File: src/rtl/raster_scanout.sv
// Raster scan-out: reads a pixel framebuffer through a synchronous RAM port
// and emits the pixel strobe / blank / sync stream for the rotator or mixer.
module raster_scanout #(
  parameter int WIDTH    = 288,
  parameter int HEIGHT   = 224,
  parameter int HFP      = 8,
  parameter int HSW      = 32,
  parameter int HBP      = 56,
  parameter int VFP      = 16,
  parameter int VSW      = 8,
  parameter int VBP      = 16,
  parameter int DEPTH    = 8,
  parameter int CE_DIV   = 4,
  parameter int AW       = 17,
  parameter int BANK_OFS = 65536
) (
  input  logic             clk,
  input  logic             reset_n,
  input  logic             enable,
  input  logic             bank,
  output logic [AW-1:0]    rd_addr,
  input  logic [DEPTH-1:0] rd_data,
  output logic             ce_pix,
  output logic [DEPTH-1:0] video_out,
  output logic             hblank,
  output logic             vblank,
  output logic             hsync,
  output logic             vsync,
  output logic             frame_start
);

  localparam int HTOT = WIDTH + HFP + HSW + HBP;
  localparam int VTOT = HEIGHT + VFP + VSW + VBP;
  localparam int HW   = $clog2(HTOT);
  localparam int VW   = $clog2(VTOT);
  localparam int DW   = $clog2(CE_DIV);

  typedef enum logic {IDLE = 1'b0, RUN = 1'b1} state_t;

  state_t          state, state_nx;
  logic [DW-1:0]   div;
  logic [HW-1:0]   h;
  logic [VW-1:0]   v;
  logic [AW-1:0]   base, offset, bank_base;
  logic            tick, step, h_last, v_last, first_px;
  logic            act, hb_c, vb_c, hs_c, vs_c;
  logic [31:0]     hx, vx;
  logic            s_act, s_hb, s_vb, s_hs, s_vs, s_first;
  logic            e1, e2;

  assign tick      = (div == DW'(CE_DIV - 1));
  assign step      = tick && (state == RUN);
  assign h_last    = (h == HW'(HTOT - 1));
  assign v_last    = (v == VW'(VTOT - 1));
  assign hx        = 32'(h);
  assign vx        = 32'(v);
  assign first_px  = (h == '0) && (v == '0);
  assign hb_c      = hx >= 32'(WIDTH);
  assign vb_c      = vx >= 32'(HEIGHT);
  assign act       = !hb_c && !vb_c;
  assign hs_c      = (hx >= 32'(WIDTH + HFP)) && (hx < 32'(WIDTH + HFP + HSW));
  assign vs_c      = (vx >= 32'(HEIGHT + VFP)) && (vx < 32'(HEIGHT + VFP + VSW));
  assign bank_base = bank ? AW'(BANK_OFS) : '0;

  // Free-running pixel clock divider.
  always_ff @(posedge clk or negedge reset_n) begin
    if (!reset_n)  div <= '0;
    else if (tick) div <= '0;
    else           div <= div + DW'(1);
  end

  // Run state register.
  always_ff @(posedge clk or negedge reset_n) begin
    if (!reset_n) state <= IDLE;
    else          state <= state_nx;
  end

  // Start on a tick when enabled; stop only once the frame wraps.
  always_comb begin
    state_nx = state;
    case (state)
      IDLE: if (tick && enable) state_nx = RUN;
      RUN:  if (tick && h_last && v_last && !enable) state_nx = IDLE;
      default: state_nx = IDLE;
    endcase
  end

  // Raster position; wraps to (0,0), which is also where IDLE parks it.
  always_ff @(posedge clk or negedge reset_n) begin
    if (!reset_n) begin
      h <= '0;
      v <= '0;
    end else if (step) begin
      if (h_last) begin
        h <= '0;
        v <= v_last ? '0 : v + VW'(1);
      end else begin
        h <= h + HW'(1);
      end
    end
  end

  // Read address: bank latched on pixel (0,0), linear offset modulo 2^AW.
  always_ff @(posedge clk or negedge reset_n) begin
    if (!reset_n) begin
      rd_addr <= '0;
      base    <= '0;
      offset  <= '0;
    end else if (step && act) begin
      if (first_px) begin
        base    <= bank_base;
        rd_addr <= bank_base;
        offset  <= AW'(1);
      end else begin
        rd_addr <= base + offset;
        offset  <= offset + AW'(1);
      end
    end
  end

  // Timing decode captured on the tick; vsync only moves at the hsync edge.
  always_ff @(posedge clk or negedge reset_n) begin
    if (!reset_n) begin
      s_act   <= 1'b0;
      s_hb    <= 1'b1;
      s_vb    <= 1'b1;
      s_hs    <= 1'b0;
      s_vs    <= 1'b0;
      s_first <= 1'b0;
    end else if (step) begin
      s_act   <= act;
      s_hb    <= hb_c;
      s_vb    <= vb_c;
      s_hs    <= hs_c;
      s_first <= first_px;
      if (hx == 32'(WIDTH + HFP)) s_vs <= vs_c;
    end
  end

  // Two-clock delay of the tick to line up with RAM read latency.
  always_ff @(posedge clk or negedge reset_n) begin
    if (!reset_n) begin
      e1 <= 1'b0;
      e2 <= 1'b0;
    end else begin
      e1 <= step;
      e2 <= e1;
    end
  end

  // Output stage: everything updates together with the pixel strobe.
  always_ff @(posedge clk or negedge reset_n) begin
    if (!reset_n) begin
      ce_pix      <= 1'b0;
      frame_start <= 1'b0;
      video_out   <= '0;
      hblank      <= 1'b1;
      vblank      <= 1'b1;
      hsync       <= 1'b0;
      vsync       <= 1'b0;
    end else begin
      ce_pix      <= e2;
      frame_start <= e2 && s_first;
      if (e2) begin
        video_out <= s_act ? rd_data : '0;
        hblank    <= s_hb;
        vblank    <= s_vb;
        hsync     <= s_hs;
        vsync     <= s_vs;
      end
    end
  end

endmodule

File: config.mk
export PLATFORM = sky130hd
export DESIGN_NAME = raster_scanout
export DESIGN_NICKNAME = d
export VERILOG_FILES = /design/src/rtl/raster_scanout.sv
export SDC_FILE = /design/constraint.sdc
export NUM_CORES = 1
export LEC_CHECK = 0
export ABC_AREA = 1
export CORE_MARGIN = 1
export CORE_UTILIZATION = 50
export DETAILED_ROUTE_END_ITERATION = 10
export DONT_BUFFER_PORTS = 1
export PLACE_DENSITY = 0.74
export SKIP_LAST_GASP = 1
export SLEW_MARGIN = 20
export SYNTH_ARGS = -nofsm -noshare
export SYNTH_HDL_FRONTEND = slang
export SYNTH_SLANG_ARGS = --single-unit
File: constraint.sdc
create_clock -name clk -period 2.2 [get_ports clk]
set_input_delay 0.11 -clock clk [delete_from_list [all_inputs] [get_ports clk]]
set_output_delay 0.11 -clock clk [all_outputs]
set_load 0.01 [all_outputs]
* Word level (Yosys, flattened, before mapping)
Cells that the tools add are included.
Storage, ports and cells: flip-flop bits (word level) 94, bits of input ports 12, output and inout bits 31, logic and storage cells 67
Operators by class: add/subtract/negate cells 5, $lt $le $gt $ge 6, eq/ne operators 4, muxes and demuxes 10, bitwise logic cells 1, reduce and logical (&&, ||, !) cells 19
Operator list (count):
- 2-to-1 mux 17 bit | 3
- equality test 9 bit, second input constant | 3
- adder 9 x 1 -> 9 bit, second input constant | 2
- >= comparator 9 x 8 -> 1 bit, second input constant | 2
- >= comparator 9 bit, second input constant | 2
- logical NOT 9 bit | 2
- 2-to-1 mux 9 bit | 2
- adder 17 x 1 -> 17 bit, second input constant | 1
- adder 17 bit | 1
- logical AND 1 bit | 11
- less-than comparator 9 x 8 -> 1 bit, second input constant | 1
- less-than comparator 9 bit, second input constant | 1
- 2-to-1 mux 8 bit | 1
- AND reduction 2 bit | 3
- logical NOT 1 bit | 3
- adder 2 x 1 -> 2 bit, second input constant | 1
- equality test 2 bit, second input constant | 1
- 2-to-1 mux 1 bit | 2
- 2-to-1 mux 2 bit | 1
- case mux 1 bit (2 select lines) | 1
- inverter 1 bit | 1

* Depth between registers and ports, before layout
Gate-level depths: netlist (run 1).
depth after elaboration 6, gate-level depth with buffers 10, mapped depth without buffers 9

* Worst setup path after synthesis (run 1)
OpenSTA, ideal clock, no wires.
path type register to register, start reg v[0], end reg rd_addr[14], arrival 1330 ps, required time 2082 ps, setup slack 752 ps, stages on the path, launching flop included 9, clock period less this slack 1448 ps, cells stage by stage dfrtp_1 -> inv_1 -> ha_1 -> nand3_1 -> nor2_1 -> nand3_2 -> nand2_4 -> buf_8 -> o21ai_2
Between the ends: cells in the longest elaborated chain, start to end 4, elaborated cells between the ends (all ways) 7, those cells by class 1 x order compare; 1 x mux; 5 x reduce/logical
RTL lines:
- from (decl) | line 43 | logic [VW-1:0] v;
- from (signal assigned) | line 96 | v <= v_last ? '0 : v + VW'(1);
- >= comparator 9 x 8 -> 1 bit | line 59 | assign vb_c = vx >= 32'(HEIGHT);
- logical NOT 1 bit | line 60 | assign act = !hb_c && !vb_c;
- logical AND 1 bit | line 60
- logical AND 1 bit | line 109 | end else if (step && act) begin
- to (signal assigned) | line 112 | rd_addr <= bank_base;
- to (signal assigned) | line 115 | rd_addr <= base + offset;
- to (decl) | line 21 | output logic [AW-1:0] rd_addr,
Several ways; a longest one is shown, not always the timed one. A chain may end at the register's enable or synchronous reset.

* Final worst setup path (run 1)
start reg div[0], end reg rd_addr[8]
Between the ends: cells in the longest elaborated chain, start to end 3
RTL lines:
- from (decl) | line 41 | logic [DW-1:0] div;
- from (signal assigned) | line 69 | else div <= div + DW'(1);
- equality test 2 bit | line 51 | assign tick = (div == DW'(CE_DIV - 1));
- logical AND 1 bit | line 52 | assign step = tick && (state == RUN);
- named net step | line 45 | logic tick, step, h_last, v_last, first_px;
- logical AND 1 bit | line 109
The timed path passes the listed nets, and every way through them passes these cells.

==> results of run 1 <==
==> layout make-up <==
cell class              count  area (um^2)  area share (%)
clock buffers              11          141            3.30
clock inverters             5         82.6            1.93
inverters                  50          189            4.41
multi-input cells         314         1640            38.2
flip-flops and latches     78         1960            45.7
well taps                  99          124            2.89
repair buffers             14          153            3.56
==> path summary, 6_finish.rpt <==
| kind | start | end | slack (ns) | cells past startpoint |
|---|---|---|---|---|
| max | div[0] | rd_addr[8] | 0.38 | 9 |
| min | reset_n | ce_pix | 0.32 | 2 |
| max reg2reg | div[0] | rd_addr[8] | 0.38 | 9 |
| min reg2reg | e1 | e2 | 0.35 | 0 |
| max in group asynchronous | reset_n | s_vb | 1.56 | 2 |
| min in group clk | e1 | e2 | 0.35 | 0 |
==> registers in the layout, summed over array words and instances (netlist names) <==
name and count:
vsync 1, s_act 1, state 1, hblank 1, h 9, s_first 1
video_out 8, base 1, frame_start 1, e1 1, e2 1, offset 17
rd_addr 17, vblank 1, s_hs 1, s_vs 1, ce_pix 1, s_hb 1
hsync 1, div 2, s_vb 1, v 9
==> kinds of logic after synthesis <==
family | count (synthesis)
muxes | 4
xor gates and xnor gates | 8
buffers and inverters | 62
AOI/OAI and AO/OA | 53
DFF | 78
adders and majority gates | 6
and+or+nand+nor | 243
==> per-stage QoR <==
stage | utilization [%] | hold slack, ns
6_report | 58.1 | 0.320
5_1_grt | 58.1 | 0.347
4_1_cts | 58.1 | 0.317
3_5_place_dp | 53.2 | -0.184
2_1_floorplan | - | -0.186
3_3_place_gp | 53.2 | -0.184
==> cell usage after synthesis (all sizes together) <==
master    n
nand4     8
nand2   129
nand3    42
o21ai    39
nor2     49
nor4      1
nor3      8
mux2      4
o31ai     2
xnor2     2
a21boi    1
xor2      6
clkinv    1
nand3b    6
a21oi    11
dfstp     4
inv      49
buf       8
ha        6
clkbuf    4
dfrtp    74
==> cell usage in the layout (no fill, tap or decap), types with 10 or more instances in the layout <==
cell / count
a21oi_1: 11
o21ai_2: 11
o21ai_0: 26
clkbuf_8: 10
dfrtp_1: 74
nand2_1: 120
dlygate4sd3_1: 11
nand3_1: 41
nor2_1: 40
inv_1: 43
==> report_power, final <==
part	internal [mW]	total [mW]	leakage, nW	switching, mW
Sequential	1.44	1.45	0.997	0.0103
Clock	0.673	1.18	0.113	0.508
Combinational	0.0239	0.0600	0.927	0.0362
==> critical path: cells and delay by family (launching register included) <==
kind	cells	cell delay (ns)
buffers and inverters	3	0.46
and+or+nand+nor	4	0.59
AOI/OAI and AO/OA	1	0.05
DFF	1	0.38
adders and majority gates	1	0.25
==> layer usage <==
metal  up-vias  global-route usage [%]  wire length, um
met5         -                       0                0
met4         0                    8.60               93
met3         7                    4.31              363
met2        64                    31.8             3440
met1      1408                    26.0             3500
li1       1489                       -                -
==> what timing repair did <==
action                                 CTS  global route
setup endpoints to repair                0             0
hold buffers                            12             0
endpoints found under the hold margin   89             0
setup buffers                            0             0
==> metrics, run 1 <==
Port-buffer cells 0; drt first pass iters 4; Layout area overhead 10.3%; relative slew slack 60.1%; fin crit period 1.82 ns; Worst-Margin Slew 0.598 ns; full die area 8120 um^2; CP Max Fanout 17; final setup margin 0.384 ns; fin crit share 82.6%; Placed Instances 543; Worst Skew 0.00505 ns; die height 90.1 um; Layout Cells excl Fill 571; main combinational cell family by area after synthesis simple AND/OR/NAND/NOR gates; leak pwr 2.04 nW; Post-Route Setup TNS 0 ns; CTS Root Cell clkbuf_8; htree depth 3; P per Cell Area 629 nW/um^2; die width 90.1 um; clock tree buffer depth 2; run status complete, no violations; Final Cell Area 4280 um^2; Crit path arrival time 2.08 ns; Synth Area in Adders 1.93%; TritonCTS Buffers 9; Synth area leaders dfrtp_1 48%, nand2_1 12%, nand3_1 5.3%; Crit. End Element flop; sequential area share after synthesis 50.4%; Placement Cell Area 3920 um^2; clk_lat worst skew 0.34 ns; Worst setup SP type flop; number of fill cells 657; Synth Area in Simple Gates 29.2%; global-route wire length before repair 13100 um; Power Total 2.69 mW; post-synth top area cell dfrtp_1; synth warn 0; post-synth net total 472; post_cts resized 0; layout cells sized above 1 13.3%; GP Congestion 0.891; number of remaining DRC errors 0; CP dominant cell by count nand2_2; largest net degree at the start of global routing 79; post-synthesis compound-gate area fraction 8.09%; max capacitance violation total 0; clock slew at reported path FFs 0.08 ns; total grt overflow 0; starting density of the core 52.7%; routed len/inst 13.0 um; vias 2968; number of synthesized register bits 78; antenna viol nets, final 0; fmax 0.551 GHz; Total Routing Usage GR 19.9%; final hold viol count 0; initial antenna violation count 0; Clock Sinks 78; row count 31; kind of critical path flop to flop; final setup violation count 0; DRT iter0 DRCs 221; Final HPWL DP 5150 um; Max VDD drop 0.000350 V; Final Slew Violations 0; CP Cell Sequence ha_1 -> nand2_2 -> clkinv_2 -> nand2_4 -> inv_2 -> nand2_2 -> buf_4 -> nand2_1 -> o21ai_2; Layout Nets 485; RSZ-0062 raised after global routing false; vias in the first global route 2924; Vias/cell 5.20; Total Wirelength 7400 um; Gate Count Post-Synth 454; core area 7370 um^2; multiplexer share of the synthesized area 1.16%; xor/xnor share of the synthesized area 1.80%; Synth cell types 34; dpl ws 0.394 ns; diode count 0; Critical Path Max Stage Delay 0.38 ns; Avg Inst Size Synth 8.55 um^2; Worst Path Required 2.47 ns; area share of the largest cell type after synthesis 47.7%; CTS tree built; hold crit path type primary input to asynchronous set/reset pin; I/O pin cnt 43; mapped cell area 3880 um^2; Slowest-stage cell, CP dfrtp_1
No activity file was read; power rests on OpenSTA's default activity.
==> inputs of run 2 (changes only) <==
clock period = 1.8 ns   (was 2.2 ns; I/O delays follow)
==> metrics, run 2 (synthesis gave the netlist of run 1 again) <==
TritonCTS Buffers 9; kind of critical path flop to flop; run status finished with violations; Placed Instances 545; Layout area overhead 11.2%; htree depth 3; die width 90.1 um; fin crit period 1.65 ns; final hold viol count 78; vias in the first global route 2947; CTS tree built; RSZ-0062 raised after global routing false; drt first pass iters 4; GP Congestion 0.850; hold crit path type primary input to asynchronous set/reset pin; Layout Nets 493; CP Buf/Inv Count 2; full die area 8120 um^2; Worst setup SP type flop; Placement Cell Area 3960 um^2; Power Total 3.04 mW; Critical Path Max Stage Delay 0.42 ns; Max VDD drop 0.000361 V; Worst-Margin Slew 0.590 ns; CTS Root Cell clkbuf_8; final setup violation count 0; Worst Skew 0.00691 ns; Hold Slack -0.567 ns; clk_lat worst skew 0.34 ns; clock tree buffer depth 2; relative slew slack 60.6%; leak pwr 2.06 nW; Largest regs offset (17), rd_addr (17); Crit. End Element flop; die height 90.1 um; I/O pin cnt 43; Final Cell Area 4320 um^2; fin crit share 91.9%; Final Slew Violations 0; Util after Layout 58.6%; clock slew at reported path FFs 0.07 ns; initial antenna violation count 0; fmax 0.605 GHz; delay-heaviest family, CP simple AND/OR/NAND/NOR gates; vias 3059; number of fill cells 636; Worst Path Required 2.03 ns; Total Routing Usage GR 20.9%; Clock Sinks 78; Layout Cells excl Fill 579; largest net degree at the start of global routing 79; Final HPWL DP 5320 um; global-route wire length before repair 13600 um; CP Cell Sequence inv_1 -> ha_1 -> nand3_1 -> nor2_1 -> nand3_4 -> nand2_4 -> buf_4 -> o21ai_0; row count 31; total grt overflow 0; Crit path arrival time 1.88 ns; final setup margin 0.146 ns; number of remaining DRC errors 0; starting density of the core 52.7%; Port-buffer cells 0; Total Wirelength 7740 um; CP Max Fanout 7; Slowest-stage cell, CP dfrtp_1; Post-Route Setup TNS 0 ns; Vias/cell 5.28; DRT iter0 DRCs 166; commonest non-fill, non-tap cell in the layout nand2_1; most frequent cells in the layout 120 x nand2_1, 74 x dfrtp_1, 43 x inv_1; max capacitance violation total 0; routed len/inst 13.4 um; core area 7370 um^2; antenna viol nets, final 0; Hold-fix buffers, CTS 10; layout cells sized above 1 14.8%; diode count 0; dpl ws 0.0868 ns; P per Cell Area 703 nW/um^2; failing checks hold timing
[run 2: routing by layer]
layer	routed length, um	GRT usage (%)
met5	0	0
met4	114	7.93
met3	491	7.19
met2	3520	31.6
met1	3610	27.8
[run 2: what timing repair did]
| item | CTS | global route |
|---|---|---|
| buffers inserted | 0 | 8 |
| hold endpoints to repair | 89 | 78 |
| gates resized for setup | 0 | 3 |
| endpoints found under the setup margin | 0 | 21 |
[run 2: power by group]
part	switching (mW)	internal [mW]
sequential	0.0130	1.76
combinational	0.0116	0.0215
clock	0.588	0.638
total	0.613	2.42
[run 2: worst paths after layout]
path                              start         end  slack (ns)  depth (start not counted)
worst min-delay path            reset_n      ce_pix       -0.57                          0
worst min register to register       e1          e2        0.35                          0
worst max-delay path               v[0]  rd_addr[3]        0.15                          8
max in group asynchronous       reset_n        s_vb        2.17                          0
min in group clk                     e1          e2        0.35                          0
worst max register to register     v[0]  rd_addr[3]        0.15                          8
[run 2: worst reg2reg max path, cell delays in order, from the launching register on]
cell and delay, ns:
dfrtp_1 0.42, inv_1 0.11, ha_1 0.15, nand3_1 0.14, nor2_1 0.20, nand3_4 0.17
nand2_4 0.17, buf_4 0.13, o21ai_0 0.06
[run 2: final cells by class]
type	instances	area, um^2	share of cell area, %
sequential	78	1960	45.3
multi-input combinational	314	1650	38.2
timing repair buffer	22	215	4.99
inverter	50	190	4.41
clock buffer	12	135	3.13
tap	99	124	2.87
clock inverter	4	47.5	1.10
